**src/rtl/wheel_pkg.sv**
```systemverilog
// Shared wheel-command definitions: command width, FSM encoding and the saturating step helper.
package wheel_pkg;

  localparam int unsigned WHEEL_CMD_W     = 8;
  localparam int unsigned CALC_W          = WHEEL_CMD_W + 1;
  localparam int unsigned CMD_MAX_DEFAULT = 63;

  localparam logic [1:0] ST_HOLD    = 2'd0;
  localparam logic [1:0] ST_RAMP    = 2'd1;
  localparam logic [1:0] ST_REVERSE = 2'd2;
  localparam logic [1:0] ST_DWELL   = 2'd3;

  typedef logic signed [CALC_W-1:0] calc_t;

  function automatic calc_t clamp_cmd(input calc_t val, input calc_t lim);
    calc_t res;
    if (val > lim) begin
      res = lim;
    end else if (val < -lim) begin
      res = -lim;
    end else begin
      res = val;
    end
    return res;
  endfunction

  // Moves cur toward dst by at most step, landing exactly on dst rather than overshooting.
  function automatic calc_t sat_step(input calc_t cur, input calc_t dst, input calc_t step,
                                     input calc_t lim);
    calc_t nxt;
    if (cur < dst) begin
      nxt = ((dst - cur) > step) ? (cur + step) : dst;
    end else if (cur > dst) begin
      nxt = ((cur - dst) > step) ? (cur - step) : dst;
    end else begin
      nxt = cur;
    end
    return clamp_cmd(nxt, lim);
  endfunction

endpackage

```
**src/rtl/slew_prescaler.sv**
```systemverilog
// Divides tick_enable pulses by RATE_DIV into a single-cycle update strobe.
module slew_prescaler #(
  parameter int unsigned RATE_DIV = 1000
) (
  input  logic i_clk,
  input  logic i_reset,
  input  logic i_tick_enable,
  output logic o_update
);

  localparam int unsigned CNT_W = (RATE_DIV > 1) ? $clog2(RATE_DIV) : 1;
  localparam logic [CNT_W-1:0] CNT_LAST = CNT_W'(RATE_DIV - 1);

  logic [CNT_W-1:0] r_cnt;
  logic             w_last;

  assign w_last   = (r_cnt == CNT_LAST);
  assign o_update = i_tick_enable && w_last;

  always_ff @(posedge i_clk) begin
    if (i_reset) begin
      r_cnt <= '0;
    end else if (i_tick_enable) begin
      r_cnt <= w_last ? '0 : (r_cnt + 1'b1);
    end
  end

endmodule

```
**src/rtl/wheel_slew_limiter.sv**
```systemverilog
// Per-wheel command slew limiter with zero-crossing dwell on sign reversal.
// Build option: SLEW_FAST_DECEL_EN makes every |cmd| reducing step use DECEL_STEP.
module wheel_slew_limiter
  import wheel_pkg::*;
#(
  parameter int unsigned STEP          = 4,
  parameter int unsigned RATE_DIV      = 1000,
  parameter int unsigned CMD_MAX       = CMD_MAX_DEFAULT,
  parameter int unsigned DWELL_UPDATES = 2,
  parameter int unsigned DECEL_STEP    = 8
) (
  input  logic                          i_clk,
  input  logic                          i_reset,
  input  logic                          i_enable,
  input  logic                          i_tick_enable,
  input  logic signed [WHEEL_CMD_W-1:0] i_cmd_in,
  output logic signed [WHEEL_CMD_W-1:0] o_cmd_out,
  output logic                          o_at_target
);

  localparam int unsigned DWELL_W = (DWELL_UPDATES > 1) ? $clog2(DWELL_UPDATES) : 1;
  localparam logic [DWELL_W-1:0] DWELL_LAST = DWELL_W'(DWELL_UPDATES - 1);
  localparam calc_t ZERO      = '0;
  localparam calc_t CMD_MAX_S = calc_t'(CMD_MAX);
  localparam calc_t STEP_S    = calc_t'(STEP);

  if (STEP == 0 || STEP > CMD_MAX) begin : g_bad_step
    $error("wheel_slew_limiter: STEP must lie in 1..CMD_MAX");
  end
  if (RATE_DIV == 0) begin : g_bad_rate
    $error("wheel_slew_limiter: RATE_DIV must be at least 1");
  end
  if (CMD_MAX == 0 || CMD_MAX > 127) begin : g_bad_max
    $error("wheel_slew_limiter: CMD_MAX must lie in 1..127");
  end
  if (DWELL_UPDATES == 0) begin : g_bad_dwell
    $error("wheel_slew_limiter: DWELL_UPDATES must be at least 1");
  end
  if (DECEL_STEP == 0 || DECEL_STEP > CMD_MAX) begin : g_bad_decel
    $error("wheel_slew_limiter: DECEL_STEP must lie in 1..CMD_MAX");
  end

  logic               w_update;
  calc_t              w_cmd_in;
  calc_t              w_tgt;
  calc_t              w_cur;
  calc_t              w_ramp_step;
  calc_t              w_rev_step;
  calc_t              w_ramp_next;
  calc_t              w_rev_next;
  logic               w_opposite;
  logic [1:0]         w_state_d;
  calc_t              w_cmd_d;
  logic [DWELL_W-1:0] w_dwell_d;
  logic               w_at_d;

  logic [1:0]                   r_state;
  logic signed [WHEEL_CMD_W-1:0] r_cmd;
  logic [DWELL_W-1:0]           r_dwell_cnt;
  logic                         r_at_target;

  slew_prescaler #(
    .RATE_DIV(RATE_DIV)
  ) u_prescaler (
    .i_clk        (i_clk),
    .i_reset      (i_reset),
    .i_tick_enable(i_tick_enable),
    .o_update     (w_update)
  );

  assign w_cmd_in = calc_t'(i_cmd_in);
  assign w_tgt    = i_enable ? clamp_cmd(w_cmd_in, CMD_MAX_S) : ZERO;
  assign w_cur    = calc_t'(r_cmd);

  assign w_opposite = (w_cur != ZERO) && (w_tgt != ZERO) &&
                      (w_cur[CALC_W-1] != w_tgt[CALC_W-1]);

`ifdef SLEW_FAST_DECEL_EN
  localparam calc_t DECEL_S = calc_t'(DECEL_STEP);
  logic w_shrinking;

  assign w_shrinking = ((w_cur > ZERO) && (w_tgt < w_cur)) ||
                       ((w_cur < ZERO) && (w_tgt > w_cur));
  assign w_ramp_step = w_shrinking ? DECEL_S : STEP_S;
  assign w_rev_step  = DECEL_S;
`else
  assign w_ramp_step = STEP_S;
  assign w_rev_step  = STEP_S;
`endif

  assign w_ramp_next = sat_step(w_cur, w_tgt, w_ramp_step, CMD_MAX_S);
  assign w_rev_next  = sat_step(w_cur, ZERO, w_rev_step, CMD_MAX_S);

  // HOLD, RAMP and REVERSE share one rule set: an opposite-sign target drives toward zero,
  // anything else ramps toward the target; a step that lands on the target is HOLD.
  always_comb begin
    w_state_d = r_state;
    w_cmd_d   = w_cur;
    w_dwell_d = r_dwell_cnt;
    w_at_d    = r_at_target;
    if (w_update) begin
      case (r_state)
        ST_HOLD, ST_RAMP, ST_REVERSE: begin
          if (w_opposite) begin
            w_cmd_d = w_rev_next;
            if (w_rev_next == ZERO) begin
              w_state_d = ST_DWELL;
              w_dwell_d = '0;
            end else begin
              w_state_d = ST_REVERSE;
            end
          end else begin
            w_cmd_d   = w_ramp_next;
            w_state_d = (w_ramp_next == w_tgt) ? ST_HOLD : ST_RAMP;
          end
        end
        ST_DWELL: begin
          w_cmd_d = ZERO;
          if (r_dwell_cnt == DWELL_LAST) begin
            w_state_d = ST_RAMP;
          end else begin
            w_dwell_d = r_dwell_cnt + 1'b1;
          end
        end
        default: begin
          w_state_d = ST_HOLD;
          w_cmd_d   = ZERO;
          w_dwell_d = '0;
        end
      endcase
      w_at_d = (w_state_d == ST_HOLD) && (w_cmd_d == w_tgt);
    end
  end

  always_ff @(posedge i_clk) begin
    if (i_reset) begin
      r_state     <= ST_HOLD;
      r_cmd       <= '0;
      r_dwell_cnt <= '0;
      r_at_target <= 1'b1;
    end else begin
      r_state     <= w_state_d;
      r_cmd       <= w_cmd_d[WHEEL_CMD_W-1:0];
      r_dwell_cnt <= w_dwell_d;
      r_at_target <= w_at_d;
    end
  end

  assign o_cmd_out   = r_cmd;
  assign o_at_target = r_at_target;

endmodule
```
**config.mk**
```make
export PLATFORM = sky130hd
export DESIGN_NAME = wheel_slew_limiter
export DESIGN_NICKNAME = d
export VERILOG_FILES = /design/src/rtl/wheel_pkg.sv /design/src/rtl/slew_prescaler.sv /design/src/rtl/wheel_slew_limiter.sv
export SDC_FILE = /design/constraint.sdc
export NUM_CORES = 1
export LEC_CHECK = 0
export ABC_AREA = 1
export CORE_UTILIZATION = 60
export DETAILED_ROUTE_END_ITERATION = 8
export PLACE_DENSITY_LB_ADDON = 0.05
export SLEW_MARGIN = 5
export SYNTH_ARGS = -nofsm -noshare
export SYNTH_HDL_FRONTEND = slang
export SYNTH_SLANG_ARGS = --single-unit
export TNS_END_PERCENT = 100
```
**constraint.sdc**
```tcl
create_clock -name i_clk -period 8.9 [get_ports i_clk]
set_input_delay 2.225 -clock i_clk [delete_from_list [all_inputs] [get_ports i_clk]]
set_output_delay 2.225 -clock i_clk [all_outputs]
set_load 0.005 [all_outputs]
```
==> flow_metrics.env, run 1 <==
export IMPL_antenna_found_initial=0
export IMPL_diodes=0
export IMPL_yosysTopAreaCell="sky130_fd_sc_hd__nand2_1"
export IMPL_path_common_cell="sky130_fd_sc_hd__nand2_1"
export IMPL_post_cts_buffers=0
export IMPL_clockRootBuffer="sky130_fd_sc_hd__clkbuf_8"
export IMPL_rows=26
export IMPL_numCtsBuffers=3
export IMPL_rsz0062_at_grt="no"
export IMPL_post_route_min_period_ps=8000
export IMPL_clock_latency_ps=270
export IMPL_fin_hold_ws_ps=473
export IMPL_synth_top_cells_by_area="sky130_fd_sc_hd__nand2_1 18%, sky130_fd_sc_hd__dfxtp_1 13%, sky130_fd_sc_hd__inv_1 9.8%"
export IMPL_grt_pass1_wl_mm=16.8
export IMPL_setup_worst_path_start_class="input port"
export IMPL_weighted_congestion_reported_at_the_end_of_routability_driven_placement=0.968
export IMPL_ant_nets=0
export IMPL_tritonroute_pass_1_iters=6
export IMPL_floorplan_core_area_sq_mm=0.00520
export IMPL_setup_viol_count_final=0
export IMPL_layout_drive_gt1_share_pct=8.49
export IMPL_yosys_warnings=0
export IMPL_dp_cells=667
export IMPL_clk_pin_slew_ps=80
export IMPL_outcome="finished clean"
export IMPL_p_per_area_mw_per_mm2=115
export IMPL_synth_seq_area_share_pct=13.3
export IMPL_fp_dieH_um=76.4
export IMPL_syn_mean_instance_area_sq_um=5.68
export IMPL_fill_cells=505
export IMPL_yosys_most_used_dff="sky130_fd_sc_hd__dfxtp_1"
export IMPL_pin_count_of_the_biggest_net_entering_global_routing=16
export IMPL_post_cts_resized=0
export IMPL_areaGrowthSynthToFinish_pct=9.36
export IMPL_cts_tree="yes"
export IMPL_die_span_x_um=76.4
export IMPL_num_vias=3927
export IMPL_synthesis_area_sq_mm=0.00332
export IMPL_worstPathArrival_ps=8160
export IMPL_unique_cell_type_count_in_the_yosys_netlist=43
export IMPL_worst_tran_pin_value_ps=656
export IMPL_worst_ir_drop_vdd_uv=93.4
export IMPL_drv_cap=0
export IMPL_h_tree_depth=1
export IMPL_crit_path_max_incr_delay_ps=540
export IMPL_drtIter0Drc=461
export IMPL_max_clock_freq_mhz=125
export IMPL_hold_buffers=0
export IMPL_synth_async_reset_ratio_pct=0
export IMPL_yosys_register_bits=22
export IMPL_fin_cells=671
export IMPL_worstPathMaxFanout=14
export IMPL_crit_path_top_delay_cell="sky130_fd_sc_hd__a21oi_1"
export IMPL_finalHoldViolations=0
export IMPL_worstPathRequired_ps=9070
export IMPL_type_of_the_worst_setup_path="input port to flop"
export IMPL_design_final_nets=641
export IMPL_route_detailed_drc=0
export IMPL_synthDominantCellAreaShare_pct=18.2
export IMPL_layout_worst_path_cycle_share_pct=89.8
export IMPL_detail_routed_via_count_per_cell=5.85
export IMPL_io_buffers=20
export IMPL_finalClockSkew_ps=4.45
export IMPL_static_leakage_power_nw=1.82
export IMPL_number_of_global_route_vias_before_repair=3641
export IMPL_end_kind="flop"
export IMPL_setup_tns_ps=0
export IMPL_floorplan_die_area_sq_mm=0.00583
export IMPL_min_path_type="flop to flop"
export IMPL_route_final_wire_length_mm=9.92
export IMPL_grt_use_total_pct=35.5
export IMPL_grt_overflow_total=0
export IMPL_numClockSinks=22
export IMPL_synth_fp_nets=623
export IMPL_syn_inst=584
export IMPL_synth_enable_flop_cells=0
export IMPL_floorplan_io_pins=21
export IMPL_initial_cell_density_of_the_core_pct=63.7
export IMPL_routed_wire_per_std_cell_um=14.8
export IMPL_max_transition_viols_final=0
export IMPL_timing_max_slew_rel_slack_pct=56.3
export IMPL_cts_path_max_buffers=2
export IMPL_hpwl_mm=7.95
[placed cells by master, fill, tap and decap left out, types with 7 or more instances in the layout]
cell	instances
sky130_fd_sc_hd__inv_1	87
sky130_fd_sc_hd__nand4_1	9
sky130_fd_sc_hd__nor2_2	10
sky130_fd_sc_hd__nand2_1	161
sky130_fd_sc_hd__o21ai_1	7
sky130_fd_sc_hd__nand2_2	15
sky130_fd_sc_hd__nor3_1	17
sky130_fd_sc_hd__ha_1	26
sky130_fd_sc_hd__a21oi_1	44
sky130_fd_sc_hd__clkdlybuf4s50_1	20
sky130_fd_sc_hd__dfxtp_1	22
sky130_fd_sc_hd__o21ai_0	28
sky130_fd_sc_hd__nor2_1	50
sky130_fd_sc_hd__nand3_1	48
[state kept, by name, summed over array words and instances (netlist names)]
register           count
r_dwell_cnt            1
u_prescaler.r_cnt     10
o_at_target            1
o_cmd_out              8
r_state                2
[per-layer routing]
metal	global-route usage (%)	wire, um
met1	46.9	4420
met2	58.6	4350
met3	5.63	874
met4	11.9	278
met5	0	0
[area by class of cell]
| cell class | count | area, sq um | area share, % |
|---|---|---|---|
| inverter | 94 | 353 | 9.73 |
| multi-input combinational | 461 | 2470 | 68.2 |
| tap | 70 | 87.6 | 2.41 |
| timing repair buffer | 20 | 200 | 5.52 |
| sequential | 22 | 440 | 12.1 |
| clock buffer | 3 | 41.3 | 1.14 |
| clock inverter | 1 | 30.0 | 0.828 |
[where the power goes]
part,leakage [nW],switching [mW],internal [mW]
Combinational,1.61,0.149,0.0724
Clock,0.0357,0.0345,0.0601
Sequential,0.178,0.000639,0.0991
Total,1.82,0.185,0.232
[per-stage QoR]
stage	setup WS [ps]	area (sq um)	util (%)	total power [mW]
2_1_floorplan	1950	3320	-	0.274
3_3_place_gp	873	3560	68.3	0.316
3_5_place_dp	722	3560	68.3	0.316
4_1_cts	993	3630	69.7	0.410
5_1_grt	288	3630	69.7	0.447
6_report	904	3630	69.7	0.416
[cell usage after synthesis, drive strengths merged (3+ instances only)]
library cell	number
inv	93
nor2	61
xnor2	3
xor2	5
ha	26
dfxtp	22
buf	6
nand3	53
o22ai	5
a21oi	48
nand4	9
o21ai	36
o211ai	3
nor3	19
nand2	178
[kinds of logic after synthesis]
kind of cell	share of synthesized area [%]
AOI/OAI and AO/OA	17.8
and+or+nand+nor	44.2
xor gates and xnor gates	2.11
adders and majority gates	10.4
buffers and inverters	12.1
DFF	13.3
[final timing paths]
path / start / cells after the start / slack, ps / endpoint
setup / recovery: i_cmd_in[3] / 35 / 900 / r_state[0]$_SDFFE_PP0P_
hold / removal: r_state[0]$_SDFFE_PP0P_ / 2 / 470 / r_state[0]$_SDFFE_PP0P_
setup reg to reg: o_cmd_out[2]$_SDFFE_PP0P_ / 30 / 4240 / r_state[0]$_SDFFE_PP0P_
hold reg to reg: r_state[0]$_SDFFE_PP0P_ / 2 / 470 / r_state[0]$_SDFFE_PP0P_
[worst max-delay path, delay by kind of cell]
| kind | cells | cell delay, ps |
|---|---|---|
| compound gates | 7 | 1740 |
| fa+ha+maj | 3 | 960 |
| buf+inv | 5 | 1030 |
| simple gates | 20 | 2210 |
Power figures use the tool's default switching activity.
==> run 2, diff against run 1 <==
Clock period 8.9 ns to 7.9 ns, I/O delays scaled along.
==> run 2 against run 1 <==
Effect of this change: flip-flop and latch count unchanged; cell count increased by 0.45%; critical path depth decreased by 1; wire length increased by 0.79%; worst hold slack got worse by 17 ps; via count increased by 1.0%; clock skew increased by 4.2 ps; combinational power increased by 12%; utilization increased by 0.87 points; first-iteration DRC count decreased by 9.3%; count of clock-buffer cells in the layout unchanged; critical path type unchanged.
==> flow_metrics.env, run 2 (synthesized netlist as in run 1, its figures left out) <==
export IMPL_post_route_min_period_ps=7350
export IMPL_static_leakage_power_nw=1.84
export IMPL_setup_viol_count_final=0
export IMPL_design_final_nets=644
export IMPL_holdPathEnd="r_state[0]$_SDFFE_PP0P_"
export IMPL_type_of_the_worst_setup_path="input port to flop"
export IMPL_max_clock_freq_mhz=136
export IMPL_grt_pass1_wl_mm=17.1
export IMPL_largest_register="u_prescaler.r_cnt"
export IMPL_worstPathArrival_ps=7520
export IMPL_route_detailed_drc=0
export IMPL_die_span_x_um=76.4
export IMPL_floorplan_die_area_sq_mm=0.00583
export IMPL_cts_tree="yes"
export IMPL_antenna_found_initial=0
export IMPL_switchingPower_mw=0.205
export IMPL_drv_cap=0
export IMPL_worstPathRequired_ps=8060
export IMPL_routed_wire_per_std_cell_um=14.8
export IMPL_r2r_start="o_cmd_out[2]$_SDFFE_PP0P_"
export IMPL_outcome="finished clean"
export IMPL_finalHoldViolations=0
export IMPL_timing_max_slew_rel_slack_pct=67.0
export IMPL_clockRootBuffer="sky130_fd_sc_hd__clkbuf_8"
export IMPL_crit_path_top_delay_cell="sky130_fd_sc_hd__or4_1"
export IMPL_hpwl_mm=8.08
export IMPL_number_of_global_route_vias_before_repair=3760
export IMPL_swShare_pct=43.8
export IMPL_path_delay_family="simple AND/OR/NAND/NOR gates"
export IMPL_critical_path_buf_inv_count=4
export IMPL_rsz0062_at_grt="no"
export IMPL_areaGrowthSynthToFinish_pct=10.7
export IMPL_post_cts_buffers=0
export IMPL_numClockSinks=22
export IMPL_diodes=0
export IMPL_worstPathMaxFanout=12
export IMPL_comb_power_share_pct=53.2
export IMPL_worst_ir_drop_vdd_uv=123
export IMPL_tritonroute_pass_1_iters=5
export IMPL_io_buffers=20
export IMPL_largest_register_ffs=10
export IMPL_drtIter0Drc=418
export IMPL_layout_cells_most_common_list="161 x sky130_fd_sc_hd__nand2_1, 87 x sky130_fd_sc_hd__inv_1, 50 x sky130_fd_sc_hd__nor2_1"
export IMPL_timing_hold_worst_path_depth=2
export IMPL_rows=26
export IMPL_pin_count_of_the_biggest_net_entering_global_routing=16
export IMPL_final_common_cell="sky130_fd_sc_hd__nand2_1"
export IMPL_min_path_type="flop to flop"
export IMPL_initial_cell_density_of_the_core_pct=63.7
export IMPL_crit_path_max_incr_delay_ps=520
export IMPL_worst_tran_pin_value_ps=494
export IMPL_hold_path_startpoint="r_state[0]$_SDFFE_PP0P_"
export IMPL_dp_cells=670
export IMPL_setup_worst_path_start_class="input port"
export IMPL_power_share_clock_pct=22.8
export IMPL_path_common_cell="sky130_fd_sc_hd__nand2_1"
export IMPL_numCtsBuffers=3
export IMPL_h_tree_depth=1
export IMPL_route_final_wire_length_mm=10.0
export IMPL_max_transition_viols_final=0
export IMPL_reg2reg_to="r_state[0]$_SDFFE_PP0P_"
export IMPL_worst_setup_slack_after_layout_ps=547
export IMPL_weighted_congestion_reported_at_the_end_of_routability_driven_placement=1.05
export IMPL_p_per_area_mw_per_mm2=128
export IMPL_internal_cell_power_mw=0.263
export IMPL_worst_r2r_setup_slack_ps=3290
export IMPL_finalClockSkew_ps=8.64
export IMPL_layout_worst_path_cycle_share_pct=93.1
export IMPL_grt_use_total_pct=36.1
export IMPL_clock_latency_ps=270
export IMPL_fp_dieH_um=76.4
export IMPL_grt_overflow_total=0
export IMPL_floorplan_io_pins=21
export IMPL_final_power_mw=0.468
export IMPL_utilization_pct=70.6
export IMPL_fin_cells=674
export IMPL_power_sequential_fraction_pct=24.0
export IMPL_ant_nets=0
export IMPL_detail_routed_via_count_per_cell=5.89
export IMPL_clk_pin_slew_ps=80
export IMPL_layout_drive_gt1_share_pct=9.60
export IMPL_cts_path_max_buffers=2
export IMPL_floorplan_core_area_sq_mm=0.00520
export IMPL_end_kind="flop"
export IMPL_setup_tns_ps=0
export IMPL_ff2ff_path_depth=29
export IMPL_num_vias=3967
export IMPL_place_ws_ps=71.1
## run 2: worst max path at each step
stage | slack, ps | depth (start not counted) | start | to
finish | 550 | 34 | i_cmd_in[3] | r_state[0]$_SDFFE_PP0P_
global route | 20 | 34 | i_cmd_in[3] | r_state[0]$_SDFFE_PP0P_
CTS | 360 | 36 | i_cmd_in[3] | r_state[0]$_SDFFE_PP0P_
detailed placement | 70 | 36 | i_cmd_in[3] | r_state[0]$_SDFFE_PP0P_
global placement | 160 | 36 | i_cmd_in[3] | r_state[0]$_SDFFE_PP0P_
floorplan | 1200 | 33 | i_cmd_in[3] | r_state[0]$_SDFFE_PP0P_
## run 2: what timing repair did
item | in CTS | in global routing
endpoints found under the setup margin | 0 | 2
resized for setup | 0 | 5
hold buffers | 0 | 0
## run 2: area by class of cell
cell class | count | area (sq um)
multi-input cells | 461 | 2500
fillers | 499 | 1530
flip-flops and latches | 22 | 440
inverters | 94 | 353
repair buffers | 23 | 223
well taps | 70 | 87.6
clock buffers | 3 | 41.3
clock inverters | 1 | 30.0
## run 2: worst min-delay path: stages, from the launching register on
cell and delay [ps]:
sky130_fd_sc_hd__dfxtp_1 320, sky130_fd_sc_hd__nand2_1 60, sky130_fd_sc_hd__nand2_1 40
## run 2: layer usage
metal / part of all wire (%) / global-route usage, %
met1: 43 / 45.3
met3: 8.5 / 6.47
met2: 45 / 61.4
met5: 0 / 0
met4: 3.1 / 12.9
## run 2: stage by stage
step	hold slack (ps)	instance area (sq um)
2_1_floorplan	426	3320
3_3_place_gp	447	3580
3_5_place_dp	444	3580
4_1_cts	461	3650
5_1_grt	480	3670
6_report	456	3670
## run 2: power groups by stage
stage	combinational, mW	clock, mW	sequential, mW
3_3_place_gp	0.239	0	0.115
4_1_cts	0.242	0.109	0.112
5_1_grt	0.280	0.112	0.113
6_report	0.249	0.107	0.112
3_5_place_dp	0.241	0	0.115
2_1_floorplan	0.194	0	0.115
